### config.mk
export PLATFORM = sky130hd
export DESIGN_NAME = program_sequencer
export DESIGN_NICKNAME = d
export VERILOG_FILES = /design/src/rtl/program_sequencer.sv
export SDC_FILE = /design/constraint.sdc
export NUM_CORES = 1
export LEC_CHECK = 0
export ABC_CLOCK_PERIOD_IN_PS = 4400
export CAP_MARGIN = 40
export CORE_MARGIN = 2
export CORE_UTILIZATION = 45
export CTS_BUF_LIST = sky130_fd_sc_hd__clkbuf_4 sky130_fd_sc_hd__clkbuf_8
export DETAILED_ROUTE_END_ITERATION = 8
export PLACE_DENSITY_LB_ADDON = 0.2
export SYNTH_ARGS = -nofsm -noshare
export SYNTH_HDL_FRONTEND = slang
export SYNTH_SLANG_ARGS = --single-unit
### constraint.sdc
create_clock -name clk -period 4.4 [get_ports clk]
set_input_delay 0.44 -clock clk [delete_from_list [all_inputs] [get_ports clk]]
set_output_delay 0.44 -clock clk [all_outputs]
set_load 0.01 [all_outputs]
### src/rtl/program_sequencer.sv
// rtl/program_sequencer.sv - program counter with jump, call/return and a LIFO return stack
module program_sequencer #(
  parameter int ADDR_WIDTH  = 8,
  parameter int STACK_DEPTH = 4
) (
  input  logic                           clk,
  input  logic                           reset,
  input  logic                           stall,
  input  logic                           jmp,
  input  logic                           jmp_nz,
  input  logic                           jsr,
  input  logic                           rts,
  input  logic [ADDR_WIDTH-1:0]          jmp_addr,
  input  logic                           r_eq_0,
  output logic [ADDR_WIDTH-1:0]          pm_addr,
  output logic [ADDR_WIDTH-1:0]          pc,
  output logic [$clog2(STACK_DEPTH):0]   sp,
  output logic                           stack_overflow,
  output logic                           stack_underflow
);

  localparam int IDX_W = $clog2(STACK_DEPTH);
  localparam int SP_W  = IDX_W + 1;

  logic [ADDR_WIDTH-1:0] stack_mem [STACK_DEPTH];
  logic [ADDR_WIDTH-1:0] pc_inc;
  logic [IDX_W-1:0]      push_idx;
  logic [IDX_W-1:0]      top_idx;
  logic                  stack_empty;
  logic                  stack_full;

  assign pc_inc      = pc + ADDR_WIDTH'(1);
  assign stack_empty = (sp == '0);
  assign stack_full  = (sp == SP_W'(STACK_DEPTH));
  // Low bits of sp address the next free slot; only used when the stack is not full.
  assign push_idx    = sp[IDX_W-1:0];
  assign top_idx     = sp[IDX_W-1:0] - IDX_W'(1);

  assign pm_addr = pc;

  always_ff @(posedge clk or posedge reset) begin
    if (reset) begin
      pc              <= '0;
      sp              <= '0;
      stack_overflow  <= 1'b0;
      stack_underflow <= 1'b0;
      for (int i = 0; i < STACK_DEPTH; i++) begin
        stack_mem[i] <= '0;
      end
    end else if (!stall) begin
      if (rts) begin
        if (!stack_empty) begin
          pc <= stack_mem[top_idx];
          sp <= sp - SP_W'(1);
        end else begin
          pc              <= pc_inc;
          stack_underflow <= 1'b1;
        end
      end else if (jsr) begin
        // The jump is taken even when the push is refused.
        if (!stack_full) begin
          stack_mem[push_idx] <= pc_inc;
          sp                  <= sp + SP_W'(1);
        end else begin
          stack_overflow <= 1'b1;
        end
        pc <= jmp_addr;
      end else if (jmp) begin
        pc <= jmp_addr;
      end else if (jmp_nz && !r_eq_0) begin
        pc <= jmp_addr;
      end else begin
        pc <= pc_inc;
      end
    end
  end

endmodule

==> results of run 1 <==
## synth_stat cells, types with 3 or more instances
cell type	n	area, µm²
a21oi_1	5	25.0
xnor2_1	8	70.1
buf_2	6	30.0
clkbuf_1	5	18.8
inv_1	9	33.8
nor3_1	3	15.0
ha_1	5	62.6
a221oi_1	3	26.3
o21ai_1	5	25.0
o21ai_0	28	140
nand3_1	7	35.0
mux4_1	7	184
o21a_1	3	22.5
buf_4	8	60.1
dfrtp_1	45	1130
nand2_1	47	176
nor2_1	9	33.8
mux2_2	4	45.0
## metal layers
metal	vias to the layer above	track usage, %	share of wire [%]
met5	-	0	0
met1	859	28.1	48
met4	0	8.21	2.4
li1	880	-	-
met3	11	4.00	4.2
met2	52	30.1	46
## kinds of logic (layout without fill, tap and decap cells)
group                    after synthesis  in the layout  synth area share [%]
adder cells (fa/ha/maj)                6              6                  3.44
multiplexers                          12             12                  10.5
AO/OA/AOI/OAI                         61             61                  15.8
flip-flops                            45             45                  46.9
buffers and inverters                 31             55                  6.72
XOR/XNOR                              10             10                  3.64
AND/OR/NAND/NOR                       74             74                  13.1
## sequential cells by signal, summed over array words and instances, names as in the netlist
name             flops
stack_mem           32
pc                   8
sp                   3
stack_overflow       1
stack_underflow      1
## through the flow
stage / setup WS, ns / cell area, µm² / hold WS, ns
finish: 1.69 / 2860 / 0.484
global route: 1.52 / 2860 / 0.514
CTS: 1.68 / 2860 / 0.488
detailed placement: 1.70 / 2740 / 0.468
global placement: 1.74 / 2740 / 0.458
floorplan: 2.00 / 2400 / 0.442
## layout make-up
cell class	count	share of cell area, %
clock buffer	6	2.89
clock inverter	2	1.31
inverter	10	1.31
multi-input combinational	163	39.1
sequential	45	39.4
tap	70	3.07
timing repair buffer	37	12.9
## how the worst min path moves through the flow
stage                  startpoint  slack, ns  depth (start not counted)            end
floorplan           stack_mem[15]       0.44                          2  stack_mem[15]
detailed placement  stack_mem[13]       0.47                          2  stack_mem[13]
finish              stack_mem[23]       0.48                          2  stack_mem[23]
global placement    stack_mem[13]       0.46                          2  stack_mem[13]
CTS                 stack_mem[13]       0.49                          2  stack_mem[13]
global route        stack_mem[19]       0.51                          2  stack_mem[19]
## worst max-delay path: cells and delay by family, from the launching register on
family | cells | cell delay (ns)
AND/OR/NAND/NOR | 1 | 0.09
adder cells (fa/ha/maj) | 1 | 0.55
AO/OA/AOI/OAI | 3 | 0.59
buffers and inverters | 1 | 0.20
flip-flops | 1 | 0.62
multiplexers | 1 | 0.54
## power by group through the flow
stage	sequential [mW]	clock, mW	combinational (mW)
2_1_floorplan	0.726	0	0.633
3_3_place_gp	0.784	0	0.866
3_5_place_dp	0.786	0	0.877
4_1_cts	0.778	0.338	0.881
5_1_grt	0.803	0.360	0.962
6_report	0.779	0.335	0.873
==> impl_metrics.py, run 1 <==
metrics = {
    "status": {
        "status": "finished, final reports clean",
    },
    "placement": {
        "portBuffers": 36,
        "dp_cells": 325,
        "post-dp-hpwl_mm": 4.02,
        "gp_congestion": 0.807,
    },
    "pwr": {
        "p_clk_share_pct": 16.9,
        "seq_power_share_pct": 39.2,
        "power.switching_uw": 747,
        "vdd_drop_max_mv": 0.252,
        "swShare_pct": 37.6,
        "combPwrFrac_pct": 43.9,
        "power.leakage_nw": 1.23,
        "intPower_mw": 1.24,
        "p_per_area_mw_per_mm2": 696,
        "p_total_mw": 1.99,
    },
    "routing": {
        "wirelength_mm": 5.51,
        "first_pass_iters": 5,
        "drtAntennaViolNets": 0,
        "detail_route.wl_per_cell_um": 16.5,
        "vias": 1802,
        "drcViolationCount": 0,
        "vias_per_cell": 5.41,
        "dr.first_iter.drc_count": 73,
    },
    "cells_and_area": {
        "layout_commonest_cell": "nand2_1",
        "nNetsFinal": 284,
        "regArea_mm2": 0.00113,
        "syn_to_final_growth_pct": 18.8,
        "final_cells": 333,
        "final_cell_mix": "nand2_1 (47), dfrtp_1 (45), clkdlybuf4s50_1 (36)",
        "final_util_pct": 55.6,
        "multi_input_area_mm2": 0.00112,
        "n_antenna_cell": 0,
        "drive_gt1_share_pct": 6.84,
        "fill_cells": 480,
    },
    "clock_network": {
        "cts.sinks": 45,
        "cts_htree_levels": 2,
        "clock_latency_ns": 0.31,
        "clk_pin_slew_ns": 0.09,
        "hold_buffers": 0,
        "clockBufferDepth": 2,
        "clockRootBuffer": "clkbuf_8",
        "cts_inserted_buffers": 5,
        "post_cts_buffers": 0,
        "cts_tree": "done",
        "ctsResizeCount": 0,
    },
    "synthesis": {
        "async_reset_ff_share_pct": 100,
        "synth_edf_count": 0,
        "ys_ff_latch": 45,
        "synth_cells": 239,
        "synth_area_mm2": 0.00240,
        "synth_cell_types": 43,
        "yosysWarnings": 0,
        "syn_nets": 261,
        "ys.flop_type": "dfrtp_1",
        "avgSynthCellArea_um2": 10.1,
        "yosysSeqAreaShare_pct": 46.9,
    },
    "worst_setup_path": {
        "ff2ff_path_depth": 7,
        "critPathMaxFanout": 12,
        "crit-reg2reg-launch": "sp[0]",
        "worstPathArrival_ns": 2.91,
        "crit_path_end": "pc[5]",
        "start_kind": "flop",
        "required_ns": 4.60,
        "endpoint_kind": "flop",
        "crit_type": "reg2reg",
        "r2r-end": "pc[5]",
        "startpoint": "sp[0]",
        "rrSetupSlack_ns": 1.69,
        "crit_path_cell_trace": "inv_1 -> ha_1 -> mux4_2 -> nand2_1 -> o31ai_1 -> a32o_1 -> a221o_1",
        "slowest_delay_ns": 0.62,
        "cpMaxStageDelayCell": "dfrtp_1",
    },
    "timing": {
        "clock.fmax_ghz": 0.369,
        "setup_viol_count_final": 0,
        "tns_ns": 0,
        "rsz0062_at_grt": "false",
        "hold_viol_final": 0,
        "slew_violations": 0,
        "tightest_slew_ns": 0.886,
        "slew_headroom_pct": 40.8,
        "finClkSkew_ns": 0.00732,
        "fin_crit_sh_pct": 61.5,
        "period_needed_ns": 2.71,
    },
    "flow_run": {
        "maxCapViolCount": 0,
    },
    "floorplan": {
        "rows": 26,
        "ioPinCount": 37,
        "dieArea_mm2": 0.00594,
        "die_w_um": 77.1,
        "die_h_um": 77.1,
        "start_util_pct": 46.8,
        "coreArea_mm2": 0.00514,
    },
    "global_route": {
        "overflow": 0,
        "grt_pass1_vias": 1690,
        "antenna_found_initial": 0,
        "grt_usage_pct": 19.9,
        "grt_pass1_wl_mm": 9.04,
        "grt_max_degree": 46,
    },
    "worst_hold_path": {
        "hp-class": "reg2reg",
    },
}
No activity file was read; power rests on OpenSTA's default activity.
==> run 2, diff against run 1 <==
--- a/config.mk
+++ b/config.mk
@@ -5,7 +5,7 @@
 export SDC_FILE = /design/constraint.sdc
 export NUM_CORES = 1
 export LEC_CHECK = 0
-export ABC_CLOCK_PERIOD_IN_PS = 4400
+export ABC_CLOCK_PERIOD_IN_PS = 2820
 export CAP_MARGIN = 40
 export CORE_MARGIN = 2
 export CORE_UTILIZATION = 45
==> constraint.sdc (replaced) <==
create_clock -name clk -period 2.82 [get_ports clk]
set_input_delay 0.282 -clock clk [delete_from_list [all_inputs] [get_ports clk]]
set_output_delay 0.282 -clock clk [all_outputs]
set_load 0.01 [all_outputs]
==> run 2 against run 1 <==
Sequential power up 49%; core utilization up 1.2 points; via count up 1.4%.
==> impl_metrics.py, run 2 (same netlist as run 1, synthesis figures left out) <==
metrics = {
    "status": {
        "status": "finished, final reports clean",
    },
    "pwr": {
        "power.leakage_nw": 1.27,
        "p_per_area_mw_per_mm2": 1040,
        "p_total_mw": 3.05,
        "vdd_drop_max_mv": 0.380,
    },
    "clock_network": {
        "cts.sinks": 45,
        "hold_buffers": 0,
        "clockBufferDepth": 2,
        "clockRootBuffer": "clkbuf_8",
        "clock_latency_ns": 0.30,
        "cts_inserted_buffers": 5,
        "post_cts_buffers": 0,
        "ctsResizeCount": 0,
        "cts_tree": "done",
        "cts_htree_levels": 2,
        "clk_pin_slew_ns": 0.08,
    },
    "cells_and_area": {
        "final_cell_mix": "nand2_1 (47), dfrtp_1 (45), clkdlybuf4s50_1 (36)",
        "fill_cells": 476,
        "layout_commonest_cell": "nand2_1",
        "final_util_pct": 56.8,
        "drive_gt1_share_pct": 9.26,
        "largest_register_ffs": 32,
        "nNetsFinal": 292,
        "largest_register": "stack_mem",
        "n_antenna_cell": 0,
        "multi_input_area_mm2": 0.00112,
        "regArea_mm2": 0.00113,
        "syn_to_final_growth_pct": 21.4,
        "fin_area_mm2": 0.00292,
        "reg_top3": "stack_mem: 32 flops, pc: 8 flops, sp: 3 flops",
    },
    "placement": {
        "dpl_cell_area_mm2": 0.00282,
        "post-dp-hpwl_mm": 3.98,
        "portBuffers": 36,
        "gp_congestion": 0.829,
    },
    "worst_hold_path": {
        "hp-class": "in2async",
    },
    "routing": {
        "wirelength_mm": 5.35,
        "vias_per_cell": 5.37,
        "first_pass_iters": 4,
        "vias": 1827,
        "drtAntennaViolNets": 0,
        "detail_route.wl_per_cell_um": 15.7,
        "dr.first_iter.drc_count": 129,
        "drcViolationCount": 0,
    },
    "flow_run": {
        "maxCapViolCount": 0,
    },
    "floorplan": {
        "die_h_um": 77.1,
        "coreArea_mm2": 0.00514,
        "start_util_pct": 46.8,
        "ioPinCount": 37,
        "die_w_um": 77.1,
        "dieArea_mm2": 0.00594,
        "rows": 26,
    },
    "timing": {
        "setup_viol_count_final": 0,
        "clock.fmax_ghz": 0.419,
        "slew_headroom_pct": 61.4,
        "tns_ns": 0,
        "slew_violations": 0,
        "hold_viol_final": 0,
        "period_needed_ns": 2.39,
        "rsz0062_at_grt": "false",
        "hold_slack_ns": 0.158,
        "finClkSkew_ns": 0.00580,
        "fin_crit_sh_pct": 84.6,
        "tightest_slew_ns": 0.574,
    },
    "global_route": {
        "antenna_found_initial": 0,
        "overflow": 0,
        "grt_pass1_vias": 1878,
        "grt_max_degree": 21,
        "grt_pass1_wl_mm": 9.45,
        "grt_usage_pct": 20.2,
    },
    "worst_setup_path": {
        "critPathMaxFanout": 8,
        "start_kind": "flop",
        "crit-reg2reg-launch": "sp[1]",
        "startpoint": "sp[1]",
        "ff2ff_path_depth": 7,
        "crit_type": "reg2reg",
        "required_ns": 3.01,
        "worstPathArrival_ns": 2.58,
        "endpoint_kind": "flop",
    },
}
## run 2: cell types whose count changed in the layout (fill, tap and decap cells not counted), sizes merged
| cell | change |
|---|---|
| buf | +8 |
| clkbuf | -1 |
| clkinv | +1 |
| clkinvlp | -1 |
## run 2: worst paths after layout
check	endpoint	slack, ns
min in group clk	stack_underflow	0.47
max	pc[5]	0.43
min	stack_mem[10]	0.16
max in group asynchronous	stack_mem[31]	2.09
min reg2reg	stack_underflow	0.47
max reg2reg	pc[5]	0.43
## run 2: final cells by class
| class | count | share of cell area (%) |
|---|---|---|
| Sequential cell | 45 | 38.6 |
| Timing Repair Buffer | 45 | 15.3 |
| Clock buffer | 5 | 2.36 |
| Tap cell | 70 | 3.00 |
| Multi-Input combinational cell | 163 | 38.2 |
| Clock inverter | 2 | 1.20 |
| Inverter | 10 | 1.29 |
## run 2: worst max-delay path, stage by stage, from the launching register on
cell,delay (ns)
dfrtp_1,0.42
inv_1,0.10
ha_1,0.54
mux4_2,0.55
nand2_1,0.08
o31ai_1,0.07
a32o_1,0.21
a221o_1,0.31
## run 2: layer usage
metal | track usage, % | up-vias | share of wire, %
met2 | 31.7 | 46 | 46
met4 | 7.32 | 0 | 2.2
li1 | - | 896 | -
met3 | 5.41 | 9 | 5.1
met1 | 27.2 | 876 | 47
met5 | 0 | - | 0
## run 2: through the flow
stage / worst slack, ns / std cells
2_1_floorplan: 0.420 / 239
3_3_place_gp: 0.511 / 332
3_5_place_dp: 0.430 / 333
4_1_cts: 0.410 / 340
5_1_grt: 0.256 / 340
6_report: 0.434 / 340
## run 2: power breakdown
group          internal (mW)  total (mW)  switching [mW]
Combinational          0.741        1.41           0.674
Sequential             0.931        1.16           0.225
Clock                  0.258       0.477           0.220
